**src/rtl/shift_pkg.sv**
```systemverilog
// shift_pkg: op encodings, FSM states and the shared shift function for shift_unit_iter.
package shift_pkg;

    localparam logic [1:0] SH_SLL = 2'b00;
    localparam logic [1:0] SH_SRL = 2'b01;
    localparam logic [1:0] SH_SRA = 2'b10;
    localparam logic [1:0] SH_ROR = 2'b11;

    typedef enum logic [1:0] {IDLE, BUSY, DONE} state_t;

    // Shifts the low xlen bits of d by n (n < xlen); upper result bits are zero.
    function automatic logic [63:0] shift_fn(input logic [63:0] d, input logic [6:0] n,
                                             input logic [1:0] op, input int xlen);
        logic [63:0] m, dm, sx;
        logic signed [63:0] sra;
        m   = (xlen >= 64) ? '1 : (64'd1 << xlen) - 64'd1;
        dm  = d & m;
        sx  = |(dm & (64'd1 << (xlen - 1))) ? dm | ~m : dm;
        sra = $signed(sx) >>> n;
        return m & (op == SH_SLL ? dm << n :
                    op == SH_SRL ? dm >> n :
                    op == SH_SRA ? sra :
                    (dm >> n) | (dm << (7'(xlen) - n)));
    endfunction

endpackage

```
**src/rtl/shift_step.sv**
```systemverilog
// shift_step: combinational shift of data by min(k, STEP) for the given op.
module shift_step
    import shift_pkg::*;
#(
    parameter int XLEN = 32,
    parameter int STEP = 4
) (
    input  logic [XLEN-1:0]         data,
    input  logic [$clog2(XLEN):0]   k,
    input  logic [1:0]              op,
    output logic [XLEN-1:0]         res,
    output logic [$clog2(XLEN):0]   used
);
    localparam int KW = $clog2(XLEN) + 1;

    assign used = (k > KW'(STEP)) ? KW'(STEP) : k;
    assign res  = XLEN'(shift_fn(64'(data), 7'(used), op, XLEN));

endmodule

```
**src/rtl/shift_unit_iter.sv**
```systemverilog
// shift_unit_iter: multi-cycle SLL/SRL/SRA/ROR shifter with valid/ready handshakes and flush.
// Define SHIFT_FAST_PATH_EN to compute the full shift at accept (always 1-cycle latency).
module shift_unit_iter
    import shift_pkg::*;
#(
    parameter int XLEN = 32,
    parameter int STEP = 4
) (
    input  logic             clk,
    input  logic             rst_n,
    input  logic             in_valid,
    output logic             in_ready,
    input  logic [XLEN-1:0]  in1,
    input  logic [XLEN-1:0]  in2,
    input  logic [1:0]       sel,
    output logic             out_valid,
    input  logic             out_ready,
    output logic [XLEN-1:0]  out,
    input  logic             flush
);
    localparam int SHW = $clog2(XLEN);

    state_t          state;
    logic [XLEN-1:0] data;
    logic [1:0]      op;
    logic [SHW-1:0]  rem;
    logic [XLEN-1:0] sd, res;
    logic [SHW:0]    sk, used;
    logic [1:0]      so;
    logic            unused_in2;

    assign unused_in2 = ^in2[XLEN-1:SHW];
    assign out        = data;

`ifdef SHIFT_FAST_PATH_EN
    localparam int SST = XLEN;
    // In IDLE the shifter sees the incoming request so the result is ready at accept.
    assign sd = (state == IDLE) ? in1 : data;
    assign sk = (state == IDLE) ? {1'b0, in2[SHW-1:0]} : {1'b0, rem};
    assign so = (state == IDLE) ? sel : op;
`else
    localparam int SST = STEP;
    assign sd = data;
    assign sk = {1'b0, rem};
    assign so = op;
`endif

    shift_step #(.XLEN(XLEN), .STEP(SST)) u_step (
        .data (sd),
        .k    (sk),
        .op   (so),
        .res  (res),
        .used (used)
    );

    always_ff @(posedge clk or negedge rst_n) begin
        if (!rst_n) begin
            state     <= IDLE;
            data      <= '0;
            op        <= SH_SLL;
            rem       <= '0;
            in_ready  <= 1'b1;
            out_valid <= 1'b0;
        end else if (flush) begin
            state     <= IDLE;
            rem       <= '0;
            in_ready  <= 1'b1;
            out_valid <= 1'b0;
        end else if (state == IDLE) begin
            if (in_valid) begin
                op        <= sel;
                in_ready  <= 1'b0;
`ifdef SHIFT_FAST_PATH_EN
                data      <= res;
                state     <= DONE;
                out_valid <= 1'b1;
`else
                data      <= in1;
                rem       <= in2[SHW-1:0];
                state     <= (in2[SHW-1:0] != '0) ? BUSY : DONE;
                out_valid <= (in2[SHW-1:0] == '0);
`endif
            end
        end else if (state == BUSY) begin
            data <= res;
            rem  <= rem - used[SHW-1:0];
            if (rem == used[SHW-1:0]) begin
                state     <= DONE;
                out_valid <= 1'b1;
            end
        end else if (out_ready) begin
            state     <= IDLE;
            in_ready  <= 1'b1;
            out_valid <= 1'b0;
        end
    end

endmodule

```
**config.mk**
```make
export PLATFORM = sky130hd
export DESIGN_NAME = shift_unit_iter
export DESIGN_NICKNAME = d
export VERILOG_FILES = /design/src/rtl/shift_pkg.sv /design/src/rtl/shift_step.sv /design/src/rtl/shift_unit_iter.sv
export SDC_FILE = /design/constraint.sdc
export NUM_CORES = 1
export LEC_CHECK = 0
export CAP_MARGIN = 0
export CELL_PAD_IN_SITES_DETAIL_PLACEMENT = 2
export CELL_PAD_IN_SITES_GLOBAL_PLACEMENT = 2
export CORE_MARGIN = 3
export CORE_UTILIZATION = 35
export CTS_BUF_LIST = sky130_fd_sc_hd__clkbuf_4
export DETAILED_ROUTE_END_ITERATION = 8
export HOLD_SLACK_MARGIN = 0.15
export PLACE_DENSITY = 0.91
export SYNTH_ARGS = -nofsm -noshare
export SYNTH_HDL_FRONTEND = slang
export SYNTH_SLANG_ARGS = --single-unit
```
**constraint.sdc**
```tcl
create_clock -name clk -period 7.4 [get_ports clk]
set_input_delay 1.48 -clock clk [delete_from_list [all_inputs] [get_ports clk]]
set_output_delay 1.48 -clock clk [all_outputs]
set_load 0.02 [all_outputs]
```
==> results of run 1 <==
-- Yosys cell counts (all sizes together) (4+ instances only) --
master  instances
nand2          97
mux2i          75
clkbuf         53
o21ai          53
dfrtp          41
nor2           41
a21oi          40
buf            32
mux4           27
a211oi         23
nor3           23
nand3          15
a31oi          14
and2           10
mux2           10
or3            10
o211ai          9
a22oi           8
and3            8
inv             8
o22ai           7
o31ai           7
a221oi          6
nor2b           6
a221o           5
a32oi           5
nor4            5
a32o            4
nor4b           4
-- worst max-delay path: cells and delay by family (launching register included) --
kind / cells / cell delay [ps]
AOI/OAI and AO/OA: 4 / 1310
adders and majority gates: 1 / 800
buffers and inverters: 2 / 810
DFF: 1 / 680
and+or+nand+nor: 2 / 910
-- worst paths after layout --
check	start	end	slack, ps	cells past startpoint
min in group asynchronous	rst_n	out[27]	1260	1
worst max-delay path	rem[3]	out[21]	2780	9
max in group asynchronous	rst_n	rem[0]	5380	1
worst min register to register	in_ready	in_ready	560	2
worst min-delay path	in_ready	in_ready	560	2
worst max register to register	rem[3]	out[21]	2780	9
-- power groups by stage --
stage	registers, uW	clock network [uW]	logic [uW]
after detailed placement	716	0	2660
after global placement	690	0	2490
after global routing	748	146	2890
final	726	135	2720
after floorplan	528	0	2050
after CTS	710	140	2670
-- flip-flops by register name (all words and copies together), names as in the netlist --
name and count:
out 32, rem 5, op 2, state 2, in_ready 1
-- metrics by stage --
step / hold WS (ps) / power, uW / cell area (sq um)
floorplan: 541 / 2570 / 5820
global placement: 504 / 3180 / 6310
detailed placement: 548 / 3380 / 6310
CTS: 570 / 3520 / 6360
global route: 611 / 3780 / 6360
finish: 565 / 3580 / 6360
-- per-layer routing --
metal  share of wire (%)  up-vias  track usage, %
met1                  40     3192            35.7
met5                   0        -               0
met4                 4.1        0            12.8
li1                    -     2625               -
met2                  49      310            47.1
met3                 6.4       82            4.66
-- kinds of logic (layout without fill, tap and decap cells) --
logic type	Yosys count	count (layout)	synth area share [%]
XOR/XNOR	2	2	0.301
AO/OA/AOI/OAI	209	209	24.2
flip-flops	42	42	18.1
AND/OR/NAND/NOR	230	230	19.5
multiplexers	112	112	25.6
other	1	2	0.0644
buffers and inverters	98	104	11.8
adder cells (fa/ha/maj)	2	2	0.430
-- area by class of cell --
cell class / instances / area [sq um]
Fill cell: 1782 / 9700
Sequential cell: 42 / 1050
Tap cell: 216 / 270
Timing Repair Buffer: 88 / 848
Clock buffer: 5 / 37.5
Clock inverter: 3 / 11.3
Inverter: 8 / 35.0
Multi-Input combinational cell: 556 / 4100
Antenna cell: 1 / 2.50
==> results.md, run 1 <==
- Status: finished, final reports clean
- Fmax achieved: 216 MHz
- Endpoint class of the critical path: flip-flop
- Sw Ratio: 60.2%
- CP cell instances: nor4b_4 > buf_4 > inv_2 > ha_1 > or4b_1 > a211oi_4 > o21ai_0 > a32oi_1 > a221o_1
- Type of the worst setup path: flip-flop to flip-flop
- Min-delay worst type: flip-flop to flip-flop
- Sink Count: 42
- Placer Congestion: 0.930
- VDD IR max: 0.238 mV
- Dpl cells: 910
- Pin slew with the least headroom to its limit: 1150 ps
- RSZ-0062 raised after global routing: false
- Synthesis Warnings: 0
- Part of the Yosys area used for sequential elements: 18.1%
- Synthesized cell area: 5820 sq um
- Placed wire-length estimate: 17.4 mm
- Seq pwr share: 20.3%
- First-pass GRT wire length: 40.2 mm
- FF+latch count, synth: 42
- Drt pass-1 iters: 5
- I/O Pins: 105
- Initial core utilization: 36.3%
- Clock network power share: 3.8%
- CTS tree: built
- Combinational group share of total power: 76.0%
- PwrDens: 563 nW/um^2
- Total CTS buffers: 5
- Largest net degree at the start of global routing: 56
- Clk slew on worst S/H paths: 160 ps
- Die area: 18200 sq um
- Number of synthesized flops with an enable pin: 0
- Fin crit period: 4620 ps
- Critical Path AT: 5000 ps
- Tot GR Track Use: 28.1%
- CP peak stage delay: 810 ps
- Setup ws final: 2780 ps
- Slew HR: 23.7%
- Largest area contributor in the netlist: dfrtp_1
- Setup TNS: 0 ps
- Cts hold-fix bufs: 0
- CP Max Fanout: 45
- Vias: 6209
- Avg Cell Area, Syn: 8.37 sq um
- Vias per inst: 6.76
- Width of the die: 135 um
- Non-Filler Instances: 919
- Initial antenna violation count: 1
- Row cnt: 46
- Htree depth: 2
- Syn_nets: 769
- Worst Clk Skew: 11.7 ps
- Hold Vio Cnt, Final: 0
- Clock Tree Root: clkbuf_4
- Clk_lat worst skew: 430 ps
- PostCTS Resize Cnt: 0
- Yosys top cell area share: 17.6%
- Vias in the first global route: 6823
- Core footprint: 16100 sq um
- DR WL/cell: 27.9 um
- Post-route ant nets: 0
- Share of layout cells above drive strength 1: 10.7%
- Final period util: 62.5%
- Worst endpoint required time: 7770 ps
- Mapped Cells: 696
- # Post-CTS Setup Buffers: 0
- Total wire length: 25.7 mm
- Startpoint types: flip-flop
- Synth async-reset ratio: 100%
- DRC errors left: 0
- Total of max-cap violations: 0
- Synth cell types: 80
- Final Setup Violations: 0
- CTS Buffer Depth: 2
- P_sw: 2160 uW
- Post-synth top flop: dfrtp_1
- Dpl ws: 2920 ps
- Most common cell after layout, fill and taps aside: nand2_1
- Final Util: 39.6%
- Port Buf Inserts: 77
- Crit-path slowest cell: or4b_1
- Final nets: 774
- Pint: 1430 uW
- Synth top area cells: dfrtp_1 (18%), mux2i_1 (13%), mux4_2 (8.5%)
- Leakage power figure: 0.00230 uW
- Die Y-Extent: 135 um
- Slew Limit Fails: 0
- Commonest non-fill, non-tap cells in the layout: nand2_1 (96), clkdlybuf4s50_1 (76), mux2i_1 (75)
- Area growth, synth to finish: 9.22%
- Starting DRC count in detailed routing: 568
- Total grt overflow: 0
No activity file was read; power rests on OpenSTA's default activity.
==> inputs of run 2 (changes only) <==
CORE_UTILIZATION = 33   (was 35)
PLACE_DENSITY = 0.87   (was 0.91)
clock period = 4.5 ns   (was 7.4 ns; I/O delays follow)
==> results.md, run 2 (synthesis gave the netlist of run 1 again) <==
- Width of the die: 139 um
- DRC errors left: 0
- Flip-flop count of the largest register after layout: 32
- Placed wire-length estimate: 17.5 mm
- Non-Filler Instances: 929
- Fmax achieved: 289 MHz
- Seq pwr share: 19.7%
- Core footprint: 16900 sq um
- Die Y-Extent: 139 um
- Htree depth: 2
- Final period util: 77.0%
- Clock network power share: 4.9%
- Combinational group share of total power: 75.4%
- Slew HR: 25.1%
- Clk_lat worst skew: 420 ps
- Die area: 19300 sq um
- Final Setup Violations: 0
- VDD IR max: 0.291 mV
- Min-delay worst type: flip-flop to flip-flop
- Largest net degree at the start of global routing: 47
- Status: finished, final reports clean
- Area growth, synth to finish: 10.7%
- PwrDens: 929 nW/um^2
- Vias per inst: 6.66
- Final nets: 781
- CP Max Fanout: 26
- Slew Limit Fails: 0
- Reg2Reg Setup Slack: 1040 ps
- Cts hold-fix bufs: 0
- Total Power: 5990 uW
- Post-route ant nets: 0
- Dpl cells: 921
- Worst endpoint required time: 4870 ps
- Ant. Diodes: 0
- # Post-CTS Setup Buffers: 0
- Pin slew with the least headroom to its limit: 1120 ps
- Critical Path AT: 3830 ps
- Drt pass-1 iters: 5
- Pint: 2450 uW
- Sink Count: 42
- Total of max-cap violations: 0
- PostCTS Resize Cnt: 0
- Starting DRC count in detailed routing: 596
- Crit path from: rem[3]
- RSZ-0062 raised after global routing: false
- Reg-to-reg critical path startpoint: rem[3]
- P_sw: 3550 uW
- Worst Clk Skew: 9.90 ps
- Vias: 6191
- Placer Congestion: 0.924
- Clock Tree Root: clkbuf_4
- Setup TNS: 0 ps
- Hold Vio Cnt, Final: 0
- Total CTS buffers: 5
- CTS tree: built
- Tot GR Track Use: 25.5%
- Fin crit period: 3460 ps
- Total wire length: 25.2 mm
- Vias in the first global route: 6671
- I/O Pins: 105
- First-pass GRT wire length: 39.5 mm
- Leakage power figure: 0.00235 uW
- Type of the worst setup path: flip-flop to flip-flop
- Initial antenna violation count: 0
- Endpoint class of the critical path: flip-flop
- Hold Path Origin: in_ready
- Port Buf Inserts: 77
- Share of layout cells above drive strength 1: 12.0%
- Clk slew on worst S/H paths: 140 ps
- Row cnt: 47
- Commonest non-fill, non-tap cells in the layout: nand2_1 (96), clkdlybuf4s50_1 (76), mux2i_1 (75)
- Sw Ratio: 59.2%
- DR WL/cell: 27.2 um
- CTS Buffer Depth: 2
- Total grt overflow: 0
- Most common cell after layout, fill and taps aside: nand2_1
- Initial core utilization: 34.4%
- Startpoint types: flip-flop
==> run 2: stage by stage <==
step	setup WS, ps	cell area [sq um]	utilization [%]	hold slack, ps
finish	1040	6450	38.1	588
global route	928	6450	38.1	601
CTS	1090	6450	38.1	600
detailed placement	1120	6370	37.6	574
global placement	1230	6370	37.6	503
floorplan	1370	5820	-	541
==> run 2: layout make-up <==
type	instances	area [sq um]
Clock buffer	7	52.6
Fill cell	1907	10500
Sequential cell	42	1050
Inverter	8	35.0
Multi-Input combinational cell	556	4100
Tap cell	220	275
Timing Repair Buffer	95	901
Clock inverter	1	30.0
==> run 2: worst max-delay path: stages (launching register included) <==
cell and delay (ps):
dfrtp_1 680, nor4b_4 130, inv_6 260, ha_1 240, or4b_1 760, a211oi_4 560
o21ai_0 290, a32oi_1 310, a221o_1 180
==> run 2: power by group through the flow <==
stage | Sequential (uW) | Combinational (uW) | Clock [uW]
after floorplan | 869 | 3370 | 0
after global placement | 1120 | 4140 | 0
after detailed placement | 1160 | 4400 | 0
after CTS | 1150 | 4440 | 300
after global routing | 1220 | 4800 | 312
final | 1180 | 4520 | 293
==> run 2: per-layer routing <==
| layer | wire [um] | part of all wire [%] | GRT usage (%) |
|---|---|---|---|
| met5 | 0 | 0 | 0 |
| met2 | 12200 | 48 | 42.5 |
| met1 | 10500 | 42 | 33.1 |
| met3 | 1530 | 6.0 | 4.24 |
| met4 | 1010 | 4.0 | 10.1 |
==> run 2: final timing paths <==
kind / endpoint / cells past startpoint
max in group asynchronous: rem[0] / 1
setup reg to reg: out[21] / 8
hold reg to reg: in_ready / 2
hold / removal: in_ready / 2
setup / recovery: out[21] / 8
min in group asynchronous: out[4] / 1
==> inputs of run 3 (changes only) <==
CORE_UTILIZATION = 30   (was 33)
PLACE_DENSITY = 0.83   (was 0.87)
clock period = 2.85 ns   (was 4.5 ns; I/O delays follow)
==> results.md, run 3 (synthesis gave the netlist of run 1 again) <==
- Status: finished, final reports clean
- Endpoint class of the critical path: flip-flop
- CTS tree: built
- Slew HR: 52.3%
- Hold Vio Cnt, Final: 0
- CP peak stage delay: 480 ps
- Fmax achieved: 365 MHz
- Vias per inst: 6.16
- Slew Limit Fails: 0
- Non-Filler Instances: 1012
- CP cell instances: nor4b_4 > buf_4 > buf_6 > buf_6 > mux2i_1 > buf_4 > mux2i_1 > a21o_1 > nand3_1 > a21oi_1
- Area growth, synth to finish: 19.1%
- Worst endpoint required time: 3210 ps
- First-pass GRT wire length: 40.6 mm
- Total of max-cap violations: 0
- CP Max Fanout: 16
- Width of the die: 145 um
- Layout filler cell count: 2165
- Leakage power figure: 0.00260 uW
- Largest net degree at the start of global routing: 45
- Clock Tree Root: clkbuf_4
- FF/Latch Area: 1050 sq um
- Post-route cell area: 6940 sq um
- Clk slew on worst S/H paths: 160 ps
- Worst Clk Skew: 21.2 ps
- Total CTS buffers: 5
- Placed wire-length estimate: 18.4 mm
- Min-delay worst type: flip-flop to flip-flop
- Core footprint: 18900 sq um
- Final Setup Violations: 0
- Area of the multi-input gates: 4150 sq um
- Vias: 6229
- Crit path from: rem[3]
- Die Y-Extent: 145 um
- DR WL/cell: 25.1 um
- Type of the worst setup path: flip-flop to flip-flop
- Die area: 21100 sq um
- Post-route ant nets: 0
- Total wire length: 25.4 mm
- Total grt overflow: 0
- Drt pass-1 iters: 5
- Starting DRC count in detailed routing: 477
- Port Buf Inserts: 77
- Final Util: 36.7%
- Placer Congestion: 0.912
- Final nets: 823
- Flip-flop count of the largest register after layout: 32
- Crit-path slowest cell: dfrtp_2
- Fin crit period: 2740 ps
- Sink Count: 42
- Commonest non-fill, non-tap cells in the layout: nand2_1 (96), clkdlybuf4s50_1 (76), mux2i_1 (73)
- Cell Area, Placed: 6780 sq um
- CTS Buffer Depth: 2
- I/O Pins: 105
- Hold Path Origin: in_ready
- Initial core utilization: 30.8%
- Reg2Reg Setup Slack: 110 ps
- Final period util: 96.2%
- Tot GR Track Use: 23.8%
- Share of layout cells above drive strength 1: 18.1%
- Most common cell after layout, fill and taps aside: nand2_1
- Initial antenna violation count: 1
- Startpoint types: flip-flop
- Critical Path AT: 3100 ps
- PwrDens: 1440 nW/um^2
- Clk_lat worst skew: 440 ps
- Htree depth: 2
- Row cnt: 50
- VDD IR max: 0.366 mV
- Pin slew with the least headroom to its limit: 713 ps
- Reg-to-reg critical path startpoint: rem[3]
- Dpl cells: 1000
- Vias in the first global route: 6973
- DRC errors left: 0
==> run 3: changes by cell type in the layout (fill, tap and decap cells not counted), sizes merged <==
cell         delta
diode           +1
clkinv          +1
clkbuf          -1
dlygate4sd3     +1
buf            +41
==> run 3: worst paths after layout <==
kind,depth (start not counted),end
min reg2reg,2,in_ready
min,2,in_ready
max in group asynchronous,3,out[15]
min in group asynchronous,2,rem[4]
max,10,out[27]
max reg2reg,10,out[27]
==> run 3: power by group <==
| group | internal [uW] | switching [uW] |
|---|---|---|
| registers | 867 | 863 |
| clock network | 192 | 256 |
| logic | 3300 | 4510 |
| total | 4360 | 5630 |
==> run 3: what timing repair did <==
| action | 4_1_cts | 5_1_grt |
|---|---|---|
| setup endpoints to repair | 6 | 14 |
| hold buffers | 1 | 0 |
| resized for setup | 5 | 10 |
| buffers inserted | 1 | 1 |
| pin swaps | 1 | 2 |
| endpoints found under the hold margin | 9 | 0 |
==> run 3: through the flow <==
step	worst slack, ps	setup TNS, ps	power (uW)	hold WS, ps
after global placement	60.4	0	8930	504
after global routing	-5.09	-5.64	10700	606
after CTS	16.8	0	9850	566
final	107	0	9990	559
after floorplan	0.460	0	6760	274
after detailed placement	-40.1	-65.1	9310	538
==> run 3: area by class of cell <==
type,instances,share of cell area [%]
Multi-Input combinational cell,556,59.8
Timing Repair Buffer,137,18.7
Clock buffer,6,0.649
Tap cell,260,4.69
Inverter,8,0.505
Antenna cell,1,0.0361
Clock inverter,2,0.487
Sequential cell,42,15.2
==> run 3: per-layer routing <==
layer,global-route usage [%],vias up,wire length (um)
li1,-,2730,-
met1,30.2,3193,10600
met2,39.5,243,12300
met3,5.17,63,1550
met4,9.97,0,960
met5,0,-,0
==> run 3: critical path, delay by kind of cell, from the launching register on <==
family	cells	cell delay, ps
mux	2	600
compound gates	2	370
buf+inv	4	810
simple gates	2	400
flops	1	480
